`src/rtl/riscv_mem_pkg.sv`:
```
// Shared constants and types for the memory access controller.
// Holds funct3 encodings, the controller state type and the default memory depth.
package riscv_mem_pkg;

  localparam int MEM_WORDS_DEF = 1000;

  localparam logic [2:0] F3_B  = 3'b000;
  localparam logic [2:0] F3_H  = 3'b001;
  localparam logic [2:0] F3_W  = 3'b010;
  localparam logic [2:0] F3_BU = 3'b100;
  localparam logic [2:0] F3_HU = 3'b101;

  typedef enum logic [2:0] {
    ST_IDLE,
    ST_READ,
    ST_WRITE,
    ST_RESP,
    ST_ERR
  } state_t;

endpackage

```
`src/rtl/mem_access_ctrl_if.sv`:
```
// Request/response handshake plus the single-port memory bus of the controller.
// The master modport is the core/memory side; the slave modport is the controller.
interface mem_access_ctrl_if #(parameter int XLEN = 32);

  logic            req_valid;
  logic            req_ready;
  logic [XLEN-1:0] req_addr;
  logic            req_we;
  logic [2:0]      req_funct3;
  logic [XLEN-1:0] req_wdata;
  logic            resp_valid;
  logic            resp_ready;
  logic [XLEN-1:0] resp_rdata;
  logic            resp_err;
  logic [XLEN-1:0] mem_A;
  logic [XLEN-1:0] mem_WD;
  logic            mem_WE;
  logic [XLEN-1:0] mem_RD;

  modport master (
    output req_valid, req_addr, req_we, req_funct3, req_wdata, resp_ready, mem_RD,
    input  req_ready, resp_valid, resp_rdata, resp_err, mem_A, mem_WD, mem_WE
  );

  modport slave (
    input  req_valid, req_addr, req_we, req_funct3, req_wdata, resp_ready, mem_RD,
    output req_ready, resp_valid, resp_rdata, resp_err, mem_A, mem_WD, mem_WE
  );

endinterface

```
`src/rtl/mem_lane_align.sv`:
```
// Combinational lane handling: merges a byte/half into a read word for sub-word
// stores, and extracts/extends the addressed lane of a loaded word.
module mem_lane_align
  import riscv_mem_pkg::*;
#(
  parameter int XLEN = 32
) (
  input  logic [2:0]      funct3,
  input  logic [1:0]      byte_off,
  input  logic [15:0]     wdata,
  input  logic [XLEN-1:0] old_word,
  input  logic [XLEN-1:0] rd_word,
  output logic [XLEN-1:0] merged,
  output logic [XLEN-1:0] rdata_ext
);

  logic [7:0]  byte_v;
  logic [15:0] half_v;

  always_comb begin
    merged = old_word;
    case (funct3[1:0])
      2'b00:   merged[{byte_off, 3'b000} +: 8]     = wdata[7:0];
      2'b01:   merged[{byte_off[1], 4'b0000} +: 16] = wdata;
      default: merged = old_word;
    endcase
  end

  always_comb begin
    byte_v    = rd_word[{byte_off, 3'b000} +: 8];
    half_v    = rd_word[{byte_off[1], 4'b0000} +: 16];
    rdata_ext = rd_word;
    case (funct3)
      F3_B:    rdata_ext = {{(XLEN-8){byte_v[7]}}, byte_v};
      F3_H:    rdata_ext = {{(XLEN-16){half_v[15]}}, half_v};
      F3_BU:   rdata_ext = {{(XLEN-8){1'b0}}, byte_v};
      F3_HU:   rdata_ext = {{(XLEN-16){1'b0}}, half_v};
      default: rdata_ext = rd_word;
    endcase
  end

endmodule

```
`src/rtl/mem_access_ctrl.sv`:
```
// Initiator for the unified instruction/data memory: one request at a time,
// sub-word stores as read-modify-write, load data extended per funct3.
module mem_access_ctrl
  import riscv_mem_pkg::*;
#(
  parameter int MEM_WORDS = MEM_WORDS_DEF,
  parameter int XLEN      = 32
) (
  input  logic               clk,
  input  logic               rst,
  mem_access_ctrl_if.slave   bus
);

  state_t          state_q, state_d;
  logic [1:0]      addr_lo_q;
  logic [2:0]      f3_q;
  logic            we_q;
  logic [15:0]     wdata_lo_q;
  logic [XLEN-1:0] word_q;
  logic [XLEN-1:0] mem_a_q;
  logic [XLEN-1:0] mem_wd_q;
  logic [XLEN-1:0] word_idx;
  logic [XLEN-1:0] merged;
  logic [XLEN-1:0] rdata_ext;
  logic            accept;
  logic            req_err;

  assign accept   = bus.req_valid && (state_q == ST_IDLE);
  assign word_idx = {2'b00, bus.req_addr[XLEN-1:2]};

  always_comb begin
    req_err = 1'b0;
    if (bus.req_funct3 == 3'b011 || bus.req_funct3[2:1] == 2'b11) req_err = 1'b1;
    if (bus.req_we && bus.req_funct3[2])                           req_err = 1'b1;
    if (bus.req_funct3[1:0] == 2'b01 && bus.req_addr[0])           req_err = 1'b1;
    if (bus.req_funct3 == F3_W && bus.req_addr[1:0] != 2'b00)       req_err = 1'b1;
    if (word_idx >= XLEN'(MEM_WORDS))                               req_err = 1'b1;
  end

  mem_lane_align #(.XLEN(XLEN)) u_lane (
    .funct3    (f3_q),
    .byte_off  (addr_lo_q),
    .wdata     (wdata_lo_q),
    .old_word  (bus.mem_RD),
    .rd_word   (word_q),
    .merged    (merged),
    .rdata_ext (rdata_ext)
  );

  always_ff @(posedge clk or posedge rst) begin
    if (rst) begin
      state_q    <= ST_IDLE;
      addr_lo_q  <= '0;
      f3_q       <= '0;
      we_q       <= 1'b0;
      wdata_lo_q <= '0;
      word_q     <= '0;
      mem_a_q    <= '0;
      mem_wd_q   <= '0;
    end else begin
      state_q <= state_d;
      if (accept) begin
        addr_lo_q  <= bus.req_addr[1:0];
        f3_q       <= bus.req_funct3;
        we_q       <= bus.req_we;
        wdata_lo_q <= bus.req_wdata[15:0];
        if (!req_err) begin
          mem_a_q <= {bus.req_addr[XLEN-1:2], 2'b00};
          if (bus.req_we) mem_wd_q <= bus.req_wdata;
        end
      end
      // Sub-word stores build their write word from the word read this cycle.
      if (state_q == ST_READ) begin
        word_q <= bus.mem_RD;
        if (we_q) mem_wd_q <= merged;
      end
    end
  end

  always_comb begin
    state_d        = state_q;
    bus.req_ready  = 1'b0;
    bus.resp_valid = 1'b0;
    bus.resp_err   = 1'b0;
    bus.resp_rdata = '0;
    bus.mem_WE     = 1'b0;
    case (state_q)
      ST_IDLE: begin
        bus.req_ready = 1'b1;
        if (accept) begin
          if (req_err)                                  state_d = ST_ERR;
          else if (bus.req_we && bus.req_funct3 == F3_W) state_d = ST_WRITE;
          else                                          state_d = ST_READ;
        end
      end
      ST_READ:  state_d = we_q ? ST_WRITE : ST_RESP;
      ST_WRITE: begin
        bus.mem_WE = 1'b1;
        state_d    = ST_RESP;
      end
      ST_RESP: begin
        bus.resp_valid = 1'b1;
        if (!we_q) bus.resp_rdata = rdata_ext;
        if (bus.resp_ready) state_d = ST_IDLE;
      end
      ST_ERR: begin
        bus.resp_valid = 1'b1;
        bus.resp_err   = 1'b1;
        if (bus.resp_ready) state_d = ST_IDLE;
      end
      default: state_d = ST_IDLE;
    endcase
  end

  assign bus.mem_A  = mem_a_q;
  assign bus.mem_WD = mem_wd_q;

endmodule

```
`src/flat_wrapper.sv`:
```
// flat-port wrapper written by rule: the top's interface ports become plain ports
module mem_access_ctrl_flat import riscv_mem_pkg::*;
#(
  parameter int MEM_WORDS = MEM_WORDS_DEF,
  parameter int XLEN      = 32
)
  (clk, rst, bus_req_valid, bus_req_addr, bus_req_we, bus_req_funct3, bus_req_wdata, bus_resp_ready, bus_mem_RD, bus_req_ready, bus_resp_valid, bus_resp_rdata, bus_resp_err, bus_mem_A, bus_mem_WD, bus_mem_WE);
  mem_access_ctrl_if #(.XLEN(XLEN)) bus_i ();
  input  logic clk;
  input  logic rst;
  input wire logic [$bits(bus_i.req_valid)-1:0] bus_req_valid;
  input wire logic [$bits(bus_i.req_addr)-1:0] bus_req_addr;
  input wire logic [$bits(bus_i.req_we)-1:0] bus_req_we;
  input wire logic [$bits(bus_i.req_funct3)-1:0] bus_req_funct3;
  input wire logic [$bits(bus_i.req_wdata)-1:0] bus_req_wdata;
  input wire logic [$bits(bus_i.resp_ready)-1:0] bus_resp_ready;
  input wire logic [$bits(bus_i.mem_RD)-1:0] bus_mem_RD;
  output wire logic [$bits(bus_i.req_ready)-1:0] bus_req_ready;
  output wire logic [$bits(bus_i.resp_valid)-1:0] bus_resp_valid;
  output wire logic [$bits(bus_i.resp_rdata)-1:0] bus_resp_rdata;
  output wire logic [$bits(bus_i.resp_err)-1:0] bus_resp_err;
  output wire logic [$bits(bus_i.mem_A)-1:0] bus_mem_A;
  output wire logic [$bits(bus_i.mem_WD)-1:0] bus_mem_WD;
  output wire logic [$bits(bus_i.mem_WE)-1:0] bus_mem_WE;
  assign bus_i.req_valid = bus_req_valid;
  assign bus_i.req_addr = bus_req_addr;
  assign bus_i.req_we = bus_req_we;
  assign bus_i.req_funct3 = bus_req_funct3;
  assign bus_i.req_wdata = bus_req_wdata;
  assign bus_i.resp_ready = bus_resp_ready;
  assign bus_i.mem_RD = bus_mem_RD;
  assign bus_req_ready = bus_i.req_ready;
  assign bus_resp_valid = bus_i.resp_valid;
  assign bus_resp_rdata = bus_i.resp_rdata;
  assign bus_resp_err = bus_i.resp_err;
  assign bus_mem_A = bus_i.mem_A;
  assign bus_mem_WD = bus_i.mem_WD;
  assign bus_mem_WE = bus_i.mem_WE;
  mem_access_ctrl #(.MEM_WORDS(MEM_WORDS), .XLEN(XLEN)) u_core (.clk(clk), .rst(rst), .bus(bus_i));
endmodule
```
`config.mk`:
```
export PLATFORM = sky130hd
export DESIGN_NAME = mem_access_ctrl_flat
export DESIGN_NICKNAME = d
export VERILOG_FILES = /design/src/rtl/riscv_mem_pkg.sv /design/src/rtl/mem_access_ctrl_if.sv /design/src/rtl/mem_lane_align.sv /design/src/rtl/mem_access_ctrl.sv /design/src/flat_wrapper.sv
export SDC_FILE = /design/constraint.sdc
export NUM_CORES = 1
export LEC_CHECK = 0
export ABC_CLOCK_PERIOD_IN_PS = 9450
export BUFFER_PORTS_ARGS = -buffer_cell sky130_fd_sc_hd__buf_2
export CELL_PAD_IN_SITES_DETAIL_PLACEMENT = 0
export CELL_PAD_IN_SITES_GLOBAL_PLACEMENT = 2
export CORE_MARGIN = 2
export CORE_UTILIZATION = 33
export DETAILED_ROUTE_END_ITERATION = 12
export PLACE_DENSITY = 0.87
export SLEW_MARGIN = 40
export SYNTH_ARGS = -nofsm -noshare
export SYNTH_HDL_FRONTEND = slang
export SYNTH_SLANG_ARGS = --single-unit
```
`constraint.sdc`:
```
create_clock -name clk -period 9.45 [get_ports clk]
set_input_delay 1.4175 -clock clk [delete_from_list [all_inputs] [get_ports clk]]
set_output_delay 1.4175 -clock clk [all_outputs]
set_load 0.03 [all_outputs]
```
### Word-level counts from Yosys, hierarchy flattened

Index checks and enable logic that the tools add are counted.

| word-level totals | value |
|---|---|
| bits in registers | 119 |
| output and inout port bits | 100 |

| cells by class | value |
|---|---|
| add/subtract/negate cells | 2 |
| $lt $le $gt $ge | 1 |
| equality and inequality tests | 14 |
| shifts and indexed selects | 6 |
| muxes and demuxes | 26 |
| bitwise operators | 1 |
| reduce and logical (&&, ||, !) cells | 13 |

Operator list:

| kind | number |
|---|---|
| $mux W32 | 7 |
| $pmux W32 S4 | 1 |
| $bwmux W32 | 2 |
| $pmux W32 S2 | 1 |
| $shift A16 B7 Y32 const A | 1 |
| $shift A8 B7 Y32 const A | 1 |
| $shiftx A16 B7 Y32 | 1 |
| $shiftx A32 B6 Y16 | 1 |
| $shiftx A32 B6 Y8 | 1 |
| $shiftx A8 B7 Y32 | 1 |
| $ge A30 B10 Y1 const B | 1 |
| $neg A5 Y7 | 2 |
| $eq A3 B2 Y1 const B | 4 |
| $pmux W3 S4 | 1 |
| $mux W1 | 10 |
| $eq A3 B3 Y1 const B | 3 |
| $mux W3 | 3 |
| $eq A3 B1 Y1 const B | 2 |
| $logic_not A3 Y1 | 2 |
| $logic_and A1 B1 Y1 | 5 |
| $eq A2 B1 Y1 const B | 2 |
| $ne A2 B1 Y1 const B | 2 |
| $reduce_and A2 Y1 | 2 |
| $eq A2 B2 Y1 const B | 1 |
| 6 further kinds | 6 |

### Depth between registers and ports, before layout

Gate-level depths: netlist of run 1.

| depth | value |
|---|---|
| depth in word-level cells | 11 |
| depth in mapped cells | 9 |

### Modules after synthesis

From an unflattened synthesis of run 1, not the netlist that was laid out.

| unflattened totals | value |
|---|---|
| cells, all modules | 750 |
| area total of the unflattened synthesis | 7180.6 um2 |

By module, submodules not included:

| module | times used | cells each | area each (um2) | seq. area each (um2) |
|---|---|---|---|---|
| mem_access_ctrl | 1 | 447 | 5171.2 | 2977.9 |
| mem_lane_align | 1 | 303 | 2009.4 | 0.0 |

### Least setup slack after synthesis of run 1

Ideal clock, no wire load.

| timing | value |
|---|---|
| kind | flip-flop to output port |
| start point | reg u_core.state_q[1] |
| end point | out bus_resp_rdata[13] |
| data arrival time | 2.104 ns |
| path slack | 5.928 ns |
| stages on the path, launching flop included | 7 |
| cells stage by stage | dfrtp_1 -> clkbuf_1 -> nand2_1 -> or3_1 -> clkbuf_1 -> clkbuf_1 -> a221oi_1 |

| between the ends | value |
|---|---|
| word-level cells in the longest chain between the ends | 2 |

Ends and longest elaborated chain:

| element | RTL line | text |
|---|---|---|
| start, declared | mem_access_ctrl.sv:14 | `state_t state_q, state_d;` |
| start signal, assigned | mem_access_ctrl.sv:61 | `state_q <= state_d;` |
| $eq A3 B2 Y1 | mem_access_ctrl.sv:87 | `case (state_q)` |
| $mux W32 | mem_access_ctrl.sv:87 |  |
| end, declared | flat_wrapper.sv:20 | `output wire logic [$bits(bus_i.resp_rdata)-1:0] bus_resp_rdata;` |

Every way passes these cells.

### Final worst setup path of run 1

| timing | value |
|---|---|
| start point | reg u_core.addr_lo_q[1] |
| end point | out bus_resp_rdata[22] |

| between the ends | value |
|---|---|
| word-level cells in the longest chain between the ends | 4 |
| elaborated cells on any way between the ends | 5 |

Ends and longest elaborated chain:

| element | RTL line | text |
|---|---|---|
| start, declared | mem_access_ctrl.sv:15 | `logic [1:0] addr_lo_q;` |
| start signal, assigned | mem_access_ctrl.sv:63 | `addr_lo_q <= bus.req_addr[1:0];` |
| $shiftx A32 B6 Y16 or $shiftx A32 B6 Y8 (tied branches) | mem_lane_align.sv:31, mem_lane_align.sv:30 |  |
| $pmux W32 S4 (*) | mem_lane_align.sv:33 | `case (funct3)` |
| $mux W32 (*) | mem_access_ctrl.sv:103 | `if (!we_q) bus.resp_rdata = rdata_ext;` |
| $mux W32 (*) | mem_access_ctrl.sv:87 |  |

Mark *: on every way between the ends. The rest lies on a longest branch, timed or not.

==> results of run 1 <==
-- layer usage --
metal,global-route usage [%],vias up,share of wire (%)
li1,-,2976,-
met1,29.4,3056,46
met2,32.4,246,45
met3,5.61,21,7.2
met4,5.83,4,1.2
met5,0,-,0.13
-- cell usage after synthesis, types with 2 or more instances --
cell | number | area, µm²
nor2_1 | 45 | 169
buf_6 | 3 | 33.8
a211oi_1 | 13 | 97.6
nand2_1 | 117 | 439
o21ai_0 | 64 | 320
buf_4 | 2 | 15.0
a22o_1 | 2 | 17.5
o31ai_1 | 4 | 30.0
nand3_1 | 2 | 10.0
a21oi_1 | 70 | 350
nor4_1 | 12 | 75.1
inv_1 | 17 | 63.8
nor4bb_1 | 3 | 30.0
a221oi_1 | 17 | 149
or2_2 | 3 | 18.8
mux4_2 | 2 | 45.0
buf_2 | 9 | 45.0
o311a_1 | 20 | 200
clkbuf_1 | 52 | 195
dfrtp_1 | 119 | 2980
nor3_1 | 13 | 65.1
ha_1 | 5 | 62.6
nor2b_1 | 45 | 282
a21o_1 | 2 | 15.0
and2_1 | 3 | 18.8
a2bb2oi_1 | 20 | 175
mux2_2 | 34 | 383
buf_1 | 2 | 7.51
a221o_1 | 9 | 90.1
or3_1 | 2 | 12.5
o211a_1 | 2 | 20.0
o21ai_1 | 3 | 15.0
o22ai_1 | 8 | 50.1
-- worst paths after layout --
| path | start | endpoint | slack, ps | cells after the start |
|---|---|---|---|---|
| max | u_core.addr_lo_q[1] | bus_resp_rdata[22] | 5050 | 6 |
| min | u_core.bus.mem_A[12] | u_core.bus.mem_A[12] | 490 | 1 |
| max reg2reg | u_core.addr_lo_q[1] | u_core.bus.mem_WD[23] | 6520 | 8 |
| min reg2reg | u_core.bus.mem_A[12] | u_core.bus.mem_A[12] | 490 | 1 |
| max in group asynchronous | rst | u_core.f3_q[1] | 7260 | 3 |
| min in group asynchronous | rst | u_core.bus.mem_A[15] | 1100 | 2 |
-- flip-flops by register name, indices dropped and copies added (netlist names) --
name / count
u_core.bus.mem_WD: 32
u_core.word_q: 32
u_core.bus.mem_A: 30
u_core.wdata_lo_q: 16
u_core.f3_q: 3
u_core.state_q: 3
u_core.addr_lo_q: 2
u_core.we_q: 1
-- layout make-up --
cell class	count	area, µm²
clock buffers	17	425
clock inverters	15	214
fillers	2000	11200
inverters	17	66.3
multi-input cells	537	3330
flip-flops and latches	119	2980
well taps	265	332
repair buffers	211	1080
-- stage by stage --
stage	setup slack, ps	std cells
global placement	5460	1149
detailed placement	5510	1149
global route	4830	1181
finish	5050	1181
CTS	5040	1181
floorplan	4880	741
-- cell families (layout without fill, tap and decap cells) --
group | Yosys count | count (layout) | synth area share, %
muxes | 37 | 37 | 6.60
DFF | 119 | 119 | 44.9
and+or+nand+nor | 255 | 255 | 18.5
buffers and inverters | 85 | 260 | 5.43
AOI/OAI and AO/OA | 238 | 238 | 23.6
adders and majority gates | 5 | 5 | 0.943
other | 1 | 2 | 0.0565
-- layout by cell type, fill, tap and decap left out, types with 3 or more instances in the layout --
cell type,n
a211oi_1,13
a21oi_1,70
a221o_1,9
a221oi_1,17
a2bb2oi_1,20
buf_2,201
buf_4,9
bufinv_16,4
clkbuf_16,17
clkinv_4,3
dfrtp_1,118
ha_1,5
inv_1,16
inv_6,5
mux2_2,34
nand2_1,115
nor2_1,45
nor2b_1,44
nor3_1,12
nor4_1,12
o21ai_0,64
o21ai_1,3
o22ai_1,8
o311a_1,20
o31ai_1,4
or2_2,3
-- report_power, final --
group | total [mW] | internal [mW] | leakage, nW | switching, mW
clock | 0.713 | 0.448 | 0.311 | 0.265
combinational | 1.19 | 0.452 | 2.20 | 0.739
sequential | 0.909 | 0.703 | 1.48 | 0.205
total | 2.81 | 1.60 | 4.00 | 1.21
==> results.md, run 1 <==
- Pwr Total: 2.81 mW
- Initial core utilization: 33.9%
- Async set-reset flop share out of synthesis: 100%
- # DRC: 0
- Pre-antenna DRT Iters: 5
- Nature of the critical path startpoint: flip-flop
- Detail Route Antenna Nets: 0
- Register clock-pin slew on the reported worst setup and hold paths: ~60 ps
- Area after DPL: 7790 µm²
- CTS tree: built
- Synthesized area: around 6600 µm²
- Final min period: ~4400 ps
- TNS Setup: 0 ps
- Pins Over Slew Limit: 0
- Final Net Count: 1,012
- Crit Path Category: reg2out
- Sink Count: between 100 and 150
- IO buf count: 201
- CTS root buf: clkbuf_16
- Total CTS buffers: 17
- Sequential-to-total area share from yosys stat: 44.9%
- Synth unique cells: 49
- Post-CTS sizing: 0
- Critical path peak fanout: 34
- Fmax achieved: 227 MHz
- Ys Warns: 0
- Post-synth EDFFs: 0
- Hold Crit Class: reg2reg
- Boundary Pins: 204
- CP delay by family, top: compound AO/OA/AOI/OAI gates
- Most used cell, CP: a21oi_1
- Core area: 19,600 µm²
- Unrepaired setup endpoints after global routing: false
- Seq cells post-synth: 119
- Top FF cell, synth: dfrtp_1
- Slowest CP cell: mux4_2
- Antenna Cells: 0
- Slew margin rel.: ~48%
- Skew-Pair Late Insertion Delay: 420 ps
- Routed wire per std cell: 19.1 µm
- Final Setup Violations: 0
- Pleak: between 3 and 4 nW
- Synth-to-layout area growth: 27.0%
- Grt total ovfl: 0
- Horiz. Die Dim: 146 µm
- Post-CTS setup buffers: 0
- Initial antenna violation count: 2
- Final core utilization: a little over two fifths
- Status: finished, final reports clean
- Routed via count: 6,303
- Post-route cell area: 8430 µm²
- Vert. Die Dim: 146 µm
- DIE AREA: about 21,000 µm²
- First-pass GRT wire length: 35.2 mm
- Hold WS: 493 ps
- Worst Max-Slew Pin Slew: 770 ps
- Power per cell area: 334 nW/µm²
- Hold Buf Count CTS: 0
- Post-Syn Instances: 740
- Layout cells sized above 1: 32.2%
- Site Rows: a little over 50
- Avg Cell Area, Syn: 8.97 µm²
- Slowest stage delay, CP: 540 ps
- Vias in the first global route: 6,075
- Via-to-Cell Ratio: 5.34
- Post-DP HPWL: 16.2 mm
- CP Cell Sequence: buf_4 -> mux4_2 -> a21oi_1 -> a21o_1 -> a21oi_1 -> buf_2
- Final hold vios: 0
- Period utilization: 46.6%
- Clock buffer depth: 2
- Starting DRT DRC Count: 433
- Total global-route track usage: 21.1%
- Worst Path Buf+Inv: 2
- CP endpoint kind: primary output
- Worst Skew: ~11 ps
- MaxCap Viol Count: 0
- Worst endpoint data arrival time: 2980 ps
- Htree depth: 4
- Worst path required time: between 8000 and 9000 ps
- Routability cong.: 0.826
- Max IR drop VDD: a little under 200 µV
- WL final: 22.5 mm
- Largest net degree at the start of global routing: 67
No activity file was read; power rests on OpenSTA's default activity.
==> inputs of run 2 (changes only) <==
- ABC_CLOCK_PERIOD_IN_PS: 9450 -> 3900
- CORE_UTILIZATION: 33 -> 27
- PLACE_DENSITY: 0.87 -> 0.76
- clock period: 9.45 -> 3.9 ns (I/O delays scaled with it)
==> run 2 against run 1 <==
Clock power increased by 130%; clock skew increased by 2.5 ps; via count about the same; sequential power increased by 150%; core utilization decreased by 7.9 points; critical path depth decreased by 1; design area increased by 1.1%; worst hold slack got worse by 230 ps; critical endpoint is now bus_resp_rdata[27].
==> results.md, run 2 (same netlist as run 1, synthesis figures left out) <==
- Detail Route Antenna Nets: 0
- Largest net degree at the start of global routing: 72
- Worst Skew: 13.3 ps
- Routability cong.: around 0.78
- Leading cell type in the layout, fill and taps excluded: buf_2
- Clock Power Share: between 20 and 25%
- Core area: 24,200 µm²
- Total global-route track usage: 18.4%
- WL final: 23.8 mm
- Worst Max-Slew Pin Slew: 694 ps
- Vert. Die Dim: 161 µm
- Final core utilization: 35.2%
- Critical path peak fanout: 17
- Horiz. Die Dim: 161 µm
- CP endpoint kind: primary output
- Skew-Pair Late Insertion Delay: 420 ps
- Grt total ovfl: 0
- Initial antenna violation count: 6
- Layout cells sized above 1: 32.5%
- Final-layout fill cell count: 2,578
- Pleak: 4.02 nW
- Hold Crit Class: in2async
- MaxCap Viol Count: 0
- Boundary Pins: 204
- Most frequent cells in the layout: buf_2 (201), dfrtp_1 (118), nand2_1 (117)
- Final min period: 3300 ps
- Pins Over Slew Limit: 0
- First-pass GRT wire length: 36.8 mm
- Register clock-pin slew on the reported worst setup and hold paths: around 70 ps
- IO buf count: 201
- Worst endpoint data arrival time: between 2000 and 3000 ps
- Htree depth: 4
- Initial core utilization: 27.4%
- Via-to-Cell Ratio: 5.04
- Internal: 3.78 mW
- Pre-antenna DRT Iters: 5
- Max IR drop VDD: 322 µV
- Hold Buf Count CTS: 0
- Fmax achieved: around 300 MHz
- # DRC: 0
- DIE AREA: 25,800 µm²
- Crit Path Category: reg2out
- Sequential power share: 32.8%
- TNS Setup: 0 ps
- CTS root buf: clkbuf_16
- Clock buffer depth: 2
- Period utilization: 84.5%
- CTS tree: built
- Final hold vios: 0
- Inst Count DP: 1,217
- Post-CTS setup buffers: 0
- Logic gate share of total power: 42.8%
- Post-CTS sizing: 0
- Worst path required time: 3310 ps
- Site Rows: 57
- Vias in the first global route: 6,153
- Switching power: 3.00 mW
- Power per cell area: 796 nW/µm²
- Unrepaired setup endpoints after global routing: false
- Final Net Count: 1,021
- FF-to-FF path depth: 9
- Final Setup Violations: 0
- Routed via count: around 6,300
- Routed wire per std cell: 19.0 µm
- Status: finished, final reports clean
- Post-DP HPWL: 17.0 mm
- Nature of the critical path startpoint: flip-flop
- Starting DRT DRC Count: 499
- Finished Layout Cells: 1,251
- Sink Count: approximately 120
- Total CTS buffers: 17
- Synth-to-layout area growth: 28.5%
- Sw Ratio: between 40% and 50%
- Slew margin rel.: 53.7%
==> run 2: cell type report <==
type	instances	area, µm²	area share, %
Clock buffer	17	425	4.99
Antenna cell	2	5.00	0.0587
Timing Repair Buffer	220	1150	13.5
Inverter	17	68.8	0.807
Sequential cell	119	2980	34.9
Clock inverter	15	180	2.11
Multi-Input combinational cell	537	3310	38.9
Tap cell	324	405	4.76
==> run 2: metal layers <==
layer,up-vias,track usage [%],share of wire (%)
met5,-,0,0.19
met4,8,3.86,0.65
met3,21,5.60,7.4
met2,242,27.0,43
met1,3027,26.6,48
li1,3006,-,-
==> run 2: stage by stage <==
step	hold slack [ps]	setup slack [ps]	instance area [µm²]	total power, mW
detailed placement	486	990	7910	5.15
floorplan	461	158	6640	4.24
global route	279	437	8520	7.25
CTS	284	622	8520	6.84
global placement	475	890	7910	5.13
finish	259	603	8520	6.79
==> run 2: worst max-delay path, stage by stage (launching register included) <==
cell and delay, ps:
dfrtp_1 430, mux4_2 480, a21oi_1 560, a21o_1 530, a21oi_1 90, buf_2 200
==> run 2: worst paths after layout <==
| kind | startpoint | to | slack [ps] |
|---|---|---|---|
| setup / recovery | u_core.word_q[31] | bus_resp_rdata[27] | 600 |
| hold / removal | rst | u_core.bus.mem_A[20] | 260 |
| setup reg to reg | u_core.addr_lo_q[1] | u_core.bus.mem_WD[16] | 1080 |
| hold reg to reg | u_core.bus.mem_A[18] | u_core.bus.mem_A[18] | 500 |
| max in group asynchronous | rst | u_core.word_q[18] | 2820 |
| min in group clk | bus_req_wdata[6] | u_core.wdata_lo_q[6] | 370 |
==> run 2: power by group through the flow <==
stage	clock, mW	sequential (mW)	combinational [mW]
2_1_floorplan	0	2.33	1.91
3_3_place_gp	0	2.25	2.88
3_5_place_dp	0	2.25	2.90
4_1_cts	1.69	2.23	2.92
5_1_grt	1.75	2.29	3.20
6_report	1.66	2.23	2.90
